`config.mk`:
```
export PLATFORM = sky130hd
export DESIGN_NAME = st2bus_turbo_flat
export DESIGN_NICKNAME = d
export VERILOG_FILES = /design/src/rtl/turbo_pkg.sv /design/src/rtl/st2bus_turbo_if.sv /design/src/rtl/st2bus_out_reg.sv /design/src/rtl/st2bus_turbo.sv /design/src/flat_wrapper.sv
export SDC_FILE = /design/constraint.sdc
export NUM_CORES = 2
export LEC_CHECK = 0
export CORE_MARGIN = 2
export CORE_UTILIZATION = 40
export DETAILED_ROUTE_END_ITERATION = 6
export HOLD_SLACK_MARGIN = 0.1
export PLACE_DENSITY_LB_ADDON = 0.1
export REMOVE_ABC_BUFFERS = 1
export SLEW_MARGIN = 15
export SYNTH_ARGS = -nofsm -noshare
export SYNTH_HDL_FRONTEND = slang
export SYNTH_SLANG_ARGS = --single-unit
```
`constraint.sdc`:
```
create_clock -name clk_bus -period 5.96 [get_ports clk_bus]
set_input_delay 0.596 -clock clk_bus [delete_from_list [all_inputs] [get_ports clk_bus]]
set_output_delay 0.596 -clock clk_bus [all_outputs]
set_load 0.01 [all_outputs]
```
`src/rtl/turbo_pkg.sv`:
```
// Shared constants, header layout and FSM encoding for the turbo return path.
// Holds bus/stream widths, derived counter widths, header bit positions,
// the header struct and a helper that glues a header onto a payload.
package turbo_pkg;

  localparam int BUS           = 534;
  localparam int ST            = 8;
  localparam int PAYLOAD       = 512;
  localparam int BEATS_PER_PKT = 128;
  localparam int SEQ_W         = 16;

  localparam int BEATS_PER_WORD = PAYLOAD / ST;                     // 64
  localparam int WORDS_PER_PKT  = BEATS_PER_PKT / BEATS_PER_WORD;   // 2

  localparam int HDR_FIRST   = 533;
  localparam int HDR_LAST    = 532;
  localparam int HDR_ERR     = 531;
  localparam int HDR_SEQ_LSB = 515;
  localparam int HDR_IDX_LSB = 512;

  localparam int IDX_W = HDR_SEQ_LSB - HDR_IDX_LSB;     // word index field width
  localparam int CNT_W = $clog2(BEATS_PER_PKT);         // beat counter within packet
  localparam int WB_W  = $clog2(BEATS_PER_WORD);        // beat position within word
  localparam int PB_W  = $clog2(PAYLOAD);               // bit position within payload

  typedef enum logic [1:0] {
    S_IDLE = 2'd0,
    S_FILL = 2'd1,
    S_DROP = 2'd2
  } state_t;

  // Field order mirrors bits [BUS-1:PAYLOAD] of a bus word, MSB first.
  typedef struct packed {
    logic             first;
    logic             last;
    logic             err;
    logic [SEQ_W-1:0] seq;
    logic [IDX_W-1:0] idx;
  } hdr_t;

  function automatic logic [BUS-1:0] mk_word(input hdr_t h, input logic [PAYLOAD-1:0] p);
    return {h, p};
  endfunction

endpackage

```
`src/rtl/st2bus_turbo_if.sv`:
```
// Stream-in / bus-out signal bundle for st2bus_turbo.
// master: the packer side (consumes beats, produces bus words).
// slave:  the environment side (produces beats, consumes bus words).
interface st2bus_turbo_if;
  import turbo_pkg::*;

  logic [ST-1:0]  st_data;
  logic           st_valid;
  logic           st_sop;
  logic           st_eop;
  logic           st_ready;
  logic [BUS-1:0] bus_data;
  logic           bus_en;
  logic           bus_ready;

  modport master (
    input  st_data, st_valid, st_sop, st_eop, bus_ready,
    output st_ready, bus_data, bus_en
  );

  modport slave (
    output st_data, st_valid, st_sop, st_eop, bus_ready,
    input  st_ready, bus_data, bus_en
  );

endinterface

```
`src/rtl/st2bus_out_reg.sv`:
```
// Single-entry registered output stage with valid/ready handshake.
// Latency: i_load shows on o_vld/o_dat the next cycle; data held until i_rdy.
// Backpressure: o_free tells the producer it may load (empty or draining now).
// Ports: clk/rst_n; i_load/i_dat load a word; i_rdy downstream accept;
//        o_vld/o_dat registered word; o_free load permitted this cycle.
module st2bus_out_reg #(
  parameter int W = 8
) (
  input  logic         clk,
  input  logic         rst_n,
  input  logic         i_load,
  input  logic [W-1:0] i_dat,
  input  logic         i_rdy,
  output logic         o_vld,
  output logic [W-1:0] o_dat,
  output logic         o_free
);

  logic         r_vld;
  logic [W-1:0] r_dat;

  always_ff @(posedge clk or negedge rst_n) begin
    if (!rst_n) begin
      r_vld <= 1'b0;
      r_dat <= '0;
    end else if (i_load) begin
      r_vld <= 1'b1;
      r_dat <= i_dat;
    end else if (i_rdy) begin
      r_vld <= 1'b0;
    end
  end

  assign o_vld  = r_vld;
  assign o_dat  = r_dat;
  assign o_free = !r_vld || i_rdy;

endmodule

```
`src/rtl/st2bus_turbo.sv`:
```
// Packs decoded ST-bit stream beats into BUS-wide headered words for the host.
// Latency: a word is on bus_en the cycle after its last beat if the output reg is free.
// Backpressure: st_ready drops while a finished word waits in the assembly reg,
// or when a truncating sop needs the output reg and it is busy.
// Ports: clk_bus/rst_n; bus_if (master) carries st_* beats in and bus_* words out.
module st2bus_turbo
  import turbo_pkg::*;
(
  input  logic           clk_bus,
  input  logic           rst_n,
  st2bus_turbo_if.master bus_if
);

  state_t             r_state, w_state_nxt;
  logic [CNT_W-1:0]   r_cnt, w_cnt_nxt;
  logic [SEQ_W-1:0]   r_seq, w_seq_nxt;
  logic [PAYLOAD-1:0] r_asm_dat, w_asm_dat_nxt;
  hdr_t               r_asm_hdr, w_asm_hdr_nxt;
  logic               r_asm_full, w_asm_full_nxt;
  logic               r_run;

  logic               w_st_ready, w_acc, w_trunc, w_keep, w_close;
  logic               w_last_beat, w_word_end;
  logic [CNT_W-1:0]   w_idx;
  logic [PB_W-1:0]    w_bitpos;
  logic [SEQ_W-1:0]   w_pkt_seq;
  logic [PAYLOAD-1:0] w_merged;
  hdr_t               w_hdr_new, w_hdr_trunc;
  logic               w_out_load, w_out_free, w_bus_en;
  logic [BUS-1:0]     w_out_dat, w_bus_data;

  always_ff @(posedge clk_bus or negedge rst_n) begin
    if (!rst_n) begin
      r_state    <= S_IDLE;
      r_cnt      <= '0;
      r_seq      <= '0;
      r_asm_dat  <= '0;
      r_asm_hdr  <= '0;
      r_asm_full <= 1'b0;
      r_run      <= 1'b0;
    end else begin
      r_state    <= w_state_nxt;
      r_cnt      <= w_cnt_nxt;
      r_seq      <= w_seq_nxt;
      r_asm_dat  <= w_asm_dat_nxt;
      r_asm_hdr  <= w_asm_hdr_nxt;
      r_asm_full <= w_asm_full_nxt;
      r_run      <= 1'b1;
    end
  end

  always_comb begin
    w_state_nxt    = r_state;
    w_cnt_nxt      = r_cnt;
    w_seq_nxt      = r_seq;
    w_asm_dat_nxt  = r_asm_dat;
    w_asm_hdr_nxt  = r_asm_hdr;
    w_asm_full_nxt = r_asm_full;
    w_out_load     = 1'b0;
    w_out_dat      = mk_word(r_asm_hdr, r_asm_dat);

    // A sop arriving mid-packet flushes the partial word straight to the
    // output register, so it may only be taken when that register is free.
    w_st_ready = r_run && !r_asm_full &&
                 !((r_state == S_FILL) && bus_if.st_valid && bus_if.st_sop && !w_out_free);
    w_acc      = bus_if.st_valid && w_st_ready;

    w_trunc     = (r_state == S_FILL) && bus_if.st_sop;
    w_keep      = bus_if.st_sop || (r_state == S_FILL);
    w_idx       = bus_if.st_sop ? '0 : r_cnt;
    w_pkt_seq   = w_trunc ? r_seq + SEQ_W'(1) : r_seq;
    w_last_beat = (w_idx == CNT_W'(BEATS_PER_PKT - 1));
    w_word_end  = (w_idx[WB_W-1:0] == '1);
    w_close     = w_keep && (bus_if.st_eop || w_word_end);

    w_bitpos = PB_W'(w_idx[WB_W-1:0]) * PB_W'(ST);
    w_merged = bus_if.st_sop ? '0 : r_asm_dat;
    w_merged[w_bitpos +: ST] = bus_if.st_data;

    // eop exactly on the final beat is the only clean close; eop early or
    // no eop on the final beat both mark the word as errored.
    w_hdr_new.first = !w_idx[CNT_W-1];
    w_hdr_new.last  = bus_if.st_eop || w_last_beat;
    w_hdr_new.err   = bus_if.st_eop ^ w_last_beat;
    w_hdr_new.seq   = w_pkt_seq;
    w_hdr_new.idx   = IDX_W'(w_idx[CNT_W-1]);

    w_hdr_trunc.first = !r_cnt[CNT_W-1];
    w_hdr_trunc.last  = 1'b1;
    w_hdr_trunc.err   = 1'b1;
    w_hdr_trunc.seq   = r_seq;
    w_hdr_trunc.idx   = IDX_W'(r_cnt[CNT_W-1]);

    if (r_asm_full) begin
      if (w_out_free) begin
        w_out_load     = 1'b1;
        w_out_dat      = mk_word(r_asm_hdr, r_asm_dat);
        w_asm_full_nxt = 1'b0;
        w_asm_dat_nxt  = '0;
      end
    end else if (w_acc) begin
      if (w_trunc) begin
        w_out_load = 1'b1;
        w_out_dat  = mk_word(w_hdr_trunc, r_asm_dat);
        w_seq_nxt  = w_pkt_seq;
      end
      if (w_keep) begin
        w_state_nxt   = S_FILL;
        w_cnt_nxt     = w_idx + CNT_W'(1);
        w_asm_dat_nxt = w_merged;
        if (w_close) begin
          // Bypass the assembly register when the output stage can take the
          // word now; otherwise park it there and stall the stream.
          if (!w_out_load && w_out_free) begin
            w_out_load    = 1'b1;
            w_out_dat     = mk_word(w_hdr_new, w_merged);
            w_asm_dat_nxt = '0;
          end else begin
            w_asm_full_nxt = 1'b1;
            w_asm_hdr_nxt  = w_hdr_new;
          end
          if (w_hdr_new.last) begin
            w_seq_nxt   = w_pkt_seq + SEQ_W'(1);
            w_cnt_nxt   = '0;
            w_state_nxt = bus_if.st_eop ? S_IDLE : S_DROP;
          end
        end
      end else if ((r_state == S_DROP) && bus_if.st_eop) begin
        w_state_nxt = S_IDLE;
      end
    end
  end

  st2bus_out_reg #(.W(BUS)) u_out_reg (
    .clk    (clk_bus),
    .rst_n  (rst_n),
    .i_load (w_out_load),
    .i_dat  (w_out_dat),
    .i_rdy  (bus_if.bus_ready),
    .o_vld  (w_bus_en),
    .o_dat  (w_bus_data),
    .o_free (w_out_free)
  );

  assign bus_if.st_ready = w_st_ready;
  assign bus_if.bus_en   = w_bus_en;
  assign bus_if.bus_data = w_bus_data;

endmodule

```
`src/flat_wrapper.sv`:
```
// flat-port wrapper written by rule: the top's interface ports become plain ports
module st2bus_turbo_flat import turbo_pkg::*;
  (clk_bus, rst_n, bus_if_st_data, bus_if_st_valid, bus_if_st_sop, bus_if_st_eop, bus_if_bus_ready, bus_if_st_ready, bus_if_bus_data, bus_if_bus_en);
  st2bus_turbo_if bus_if_i ();
  input  logic clk_bus;
  input  logic rst_n;
  input wire logic [$bits(bus_if_i.st_data)-1:0] bus_if_st_data;
  input wire logic [$bits(bus_if_i.st_valid)-1:0] bus_if_st_valid;
  input wire logic [$bits(bus_if_i.st_sop)-1:0] bus_if_st_sop;
  input wire logic [$bits(bus_if_i.st_eop)-1:0] bus_if_st_eop;
  input wire logic [$bits(bus_if_i.bus_ready)-1:0] bus_if_bus_ready;
  output wire logic [$bits(bus_if_i.st_ready)-1:0] bus_if_st_ready;
  output wire logic [$bits(bus_if_i.bus_data)-1:0] bus_if_bus_data;
  output wire logic [$bits(bus_if_i.bus_en)-1:0] bus_if_bus_en;
  assign bus_if_i.st_data = bus_if_st_data;
  assign bus_if_i.st_valid = bus_if_st_valid;
  assign bus_if_i.st_sop = bus_if_st_sop;
  assign bus_if_i.st_eop = bus_if_st_eop;
  assign bus_if_i.bus_ready = bus_if_bus_ready;
  assign bus_if_st_ready = bus_if_i.st_ready;
  assign bus_if_bus_data = bus_if_i.bus_data;
  assign bus_if_bus_en = bus_if_i.bus_en;
  st2bus_turbo u_core (.clk_bus(clk_bus), .rst_n(rst_n), .bus_if(bus_if_i));
endmodule
```
==> flow_metrics.env <==
export IMPL_run_status="finished, final reports clean"
export IMPL_cpPeakStageDelay_ns=0.85
export IMPL_power_leakage_nw=25.2
export IMPL_synth_main_ff_cell="dfrtp_1"
export IMPL_initial_core_util=0.405
export IMPL_holdBufCountCts=1
export IMPL_synth_edf_count=0
export IMPL_num_nets_final=4980
export IMPL_grt_pass1_wl_mm=287
export IMPL_layout_fillers=11012
export IMPL_timing_max_transition_violations_final=0
export IMPL_crit_chain="buf_4 -> inv_6 -> nand2_1 -> ha_1 -> buf_4 -> xor2_4 -> nand2_1 -> nor3_1 -> o21ai_1 -> a22o_1"
export IMPL_path_class="primary input to flip-flop"
export IMPL_grt_overflow_total=0
export IMPL_start_kind="primary input"
export IMPL_cts_sinks=1092
export IMPL_design_portCount=550
export IMPL_finalHoldViolations=0
export IMPL_rsz0062_at_grt="false"
export IMPL_post_cts_setup_buffer_count=0
export IMPL_post_route_utilization=0.499
export IMPL_power_net_switching_mw=6.84
export IMPL_netSwitchingFraction=0.325
export IMPL_grt_max_degree=171
export IMPL_synthToLayoutAreaGrowth_pct=23.2
export IMPL_cp_data_arrival_time_ns=5.56
export IMPL_endpoint_kind="flip-flop"
export IMPL_maximum_clock_path_buffer_count=3
export IMPL_syn_cell_area_sq_um=48700
export IMPL_finalWirelength_mm=194
export IMPL_timing_max_cap_violations=0
export IMPL_max_slew_margin=0.189
export IMPL_track_usage=0.305
export IMPL_crit_fanout=54
export IMPL_vias_per_cell=6.27
export IMPL_finalClockSkew_ns=0.0261
export IMPL_antenna_cells_inserted=0
export IMPL_cts_tree="done"
export IMPL_power_frac_seq=0.413
export IMPL_drt_pass1_iter_count=6
export IMPL_power_per_cell_area_nw_per_um2=351
export IMPL_worst_slew_pin_transition_ns=1.21
export IMPL_p_int_mw=14.2
export IMPL_clk_pin_slew_ns=0.06
export IMPL_p_clk_frac=0.361
export IMPL_yosysSeqAreaShare=0.561
export IMPL_worst_hold_path_type="primary input to flip-flop"
export IMPL_drc_errors=0
export IMPL_ys_ff_latch=1092
export IMPL_buffer_ports_inserted=547
export IMPL_post_synth_inst_count=4518
export IMPL_crit_buf_inv=3
export IMPL_die_height_um=353
export IMPL_synth_largest_type_area_fraction=0.561
export IMPL_synth_top_area_cell="dfrtp_1"
export IMPL_grt_antenna_before_repair=0
export IMPL_post_drt_wl_per_cell_um=29.2
export IMPL_vias=41809
export IMPL_finalCritPeriodShare=0.833
export IMPL_crit_slowest_cell="nor3_1"
export IMPL_detail_route_antenna_nets=0
export IMPL_cts_buffers_inserted=119
export IMPL_cts_htree_levels=3
export IMPL_number_of_global_route_vias_before_repair=40920
export IMPL_count_of_distinct_cell_types_in_the_synthesized_netlist=94
export IMPL_std_cell_rows=127
export IMPL_comb_power_share=0.226
export IMPL_clk_insertion_delay_late_ns=0.73
export IMPL_ys_warnings_count=0
export IMPL_holdWs_ns=0.372
export IMPL_async_flop_share=1.00
export IMPL_netlist_top_cells_area="dfrtp_1, a22o_1, a221o_1, nand2_1, nor2_1"
export IMPL_cts_root_buffer_cell="clkbuf_16"
export IMPL_fmaxAchievable_mhz=201
export IMPL_dpl_hpwl_mm=129
export IMPL_required_time_reported_for_the_critical_path_endpoint_ns=6.56
export IMPL_finalCriticalPeriod_ns=4.96
export IMPL_syn_area_per_cell_sq_um=10.8
export IMPL_placeable_core_region_sq_um=120000
export IMPL_die_w_um=353
export IMPL_first_iter_violations=4363
export IMPL_place_congestion=0.900
export IMPL_layout_drive_gt1_share=0.0879
export IMPL_setup_violations_final=0
export IMPL_irDropWorstVdd_uv=253
export IMPL_design_die_area_sq_um=125000
export IMPL_cts_repair_resize_count=0
export IMPL_path_delay_family="simple AND/OR/NAND/NOR gates"
==> final timing paths <==
| path | from | slack, ns | end | depth (start not counted) |
|---|---|---|---|---|
| setup / recovery | bus_if_st_sop | 1.0 | u_core.r_asm_dat[157]$_DFFE_PN0P_ | 10 |
| hold / removal | bus_if_st_data[4] | 0.37 | u_core.u_out_reg.o_dat[68]$_DFFE_PN0P_ | 3 |
| setup reg to reg | u_core.r_cnt[0]$_DFFE_PN0P_ | 1.24 | u_core.r_asm_dat[157]$_DFFE_PN0P_ | 8 |
| hold reg to reg | u_core.u_out_reg.o_dat[470]$_DFFE_PN0P_ | 0.48 | u_core.u_out_reg.o_dat[470]$_DFFE_PN0P_ | 2 |
| max in group asynchronous | rst_n | 3.88 | u_core.r_asm_dat[238]$_DFFE_PN0P_ | 3 |
| min in group asynchronous | rst_n | 0.55 | u_core.r_asm_dat[157]$_DFFE_PN0P_ | 2 |
==> synth_stat cells, drive strengths merged (9+ instances only) <==
library cell	instances
xnor2	23
nor4	34
and2	101
nand3	145
o41ai	12
a221oi	41
inv	78
a22o	375
a31oi	122
nor3	143
ha	9
a32o	21
a21o	49
a22oi	44
o211ai	48
o2bb2ai	137
clkbuf	256
o22ai	64
o31ai	22
a32oi	11
and3	15
o221ai	62
mux2i	46
buf	84
o21ai	224
nor2b	23
nand2	452
nand4	59
nor2	339
dfrtp	1092
a21oi	100
a221o	179
==> layer usage <==
| layer | vias to the layer above | GRT usage | wire [um] |
|---|---|---|---|
| met4 | 0 | 0.0971 | 6510 |
| met5 | - | 0 | 0 |
| met3 | 296 | 0.0656 | 15900 |
| met1 | 21576 | 0.426 | 83100 |
| met2 | 1931 | 0.473 | 88900 |
| li1 | 18006 | - | - |
==> stage by stage <==
step                      instances  cell area (sq um)  worst slack, ns  power [mW]  setup TNS, ns
after floorplan                4179              47300           -19.32        10.7       -6855.85
after global placement         6447              56000            0.535        13.5              0
after detailed placement       6447              56000            0.441        13.5              0
after CTS                      6664              60000             1.21        21.1              0
after global routing           6664              60000            0.866        21.8              0
final                          6664              60000            0.997        21.0              0
==> area by class of cell <==
class | instances | area (sq um) | share of cell area
Timing Repair Buffer | 657 | 6440 | 0.107
Sequential cell | 1092 | 27300 | 0.456
Inverter | 78 | 298 | 0.00496
Clock buffer | 183 | 3630 | 0.0606
Clock inverter | 33 | 345 | 0.00576
Multi-Input combinational cell | 3009 | 19900 | 0.332
Tap cell | 1612 | 2020 | 0.0336
==> worst reg2reg max path: stages, from the launching register on <==
cell,delay (ns)
dfrtp_1,0.50
nand2b_1,0.33
ha_1,0.42
buf_4,0.24
xor2_4,0.70
nand2_1,0.78
nor3_1,0.86
o21ai_1,0.42
a22o_1,0.34
==> registers in the layout (all words and copies together) (netlist names) <==
register	flops
u_core.r_run	1
u_core.r_asm_full	1
u_core.r_cnt	7
u_core.r_asm_hdr	20
u_core.u_out_reg.o_vld	1
u_core.r_seq	16
u_core.r_asm_dat	512
u_core.r_state	2
u_core.u_out_reg.o_dat	532
==> power groups by stage <==
stage               logic (mW)  registers, mW  clock network [mW]
detailed placement        4.71           8.83                   0
floorplan                 1.85           8.85                   0
global placement          4.66           8.83                   0
global route              5.03           8.76                7.99
CTS                       4.72           8.70                7.68
finish                    4.75           8.70                7.59
==> kinds of logic (layout without fill, tap and decap cells) <==
kind of cell    count (synthesis)  in the layout  share of synthesized area
compound gates               1554           1554                      0.250
simple gates                 1361           1361                      0.135
buf+inv                       418            951                     0.0351
flops                        1092           1092                      0.561
mux                            52             52                     0.0108
xor+xnor                       30             30                    0.00540
fa+ha+maj                       9              9                    0.00231
other cells                     2              3                   0.000154
==> layout by cell type (no fill, tap or decap), drive strengths merged, types with 9 or more instances in the layout <==
master,count
o211ai,48
a221oi,41
a32oi,11
o221ai,62
o41ai,12
o21ai,224
nor3,143
nor2,339
buf,119
dfrtp,1092
o22ai,64
clkbuf,183
a21o,49
nand4,59
a21oi,100
a22o,375
inv,80
and3,15
clkinv,22
and2,101
a221o,179
clkdlybuf4s50,537
nor4,34
xnor2,23
nand2,452
a31oi,122
ha,9
nor2b,23
mux2i,46
nand3,145
o31ai,22
a32o,21
o2bb2ai,137
a22oi,44
Note: power is estimated with default switching activity, not from simulation.
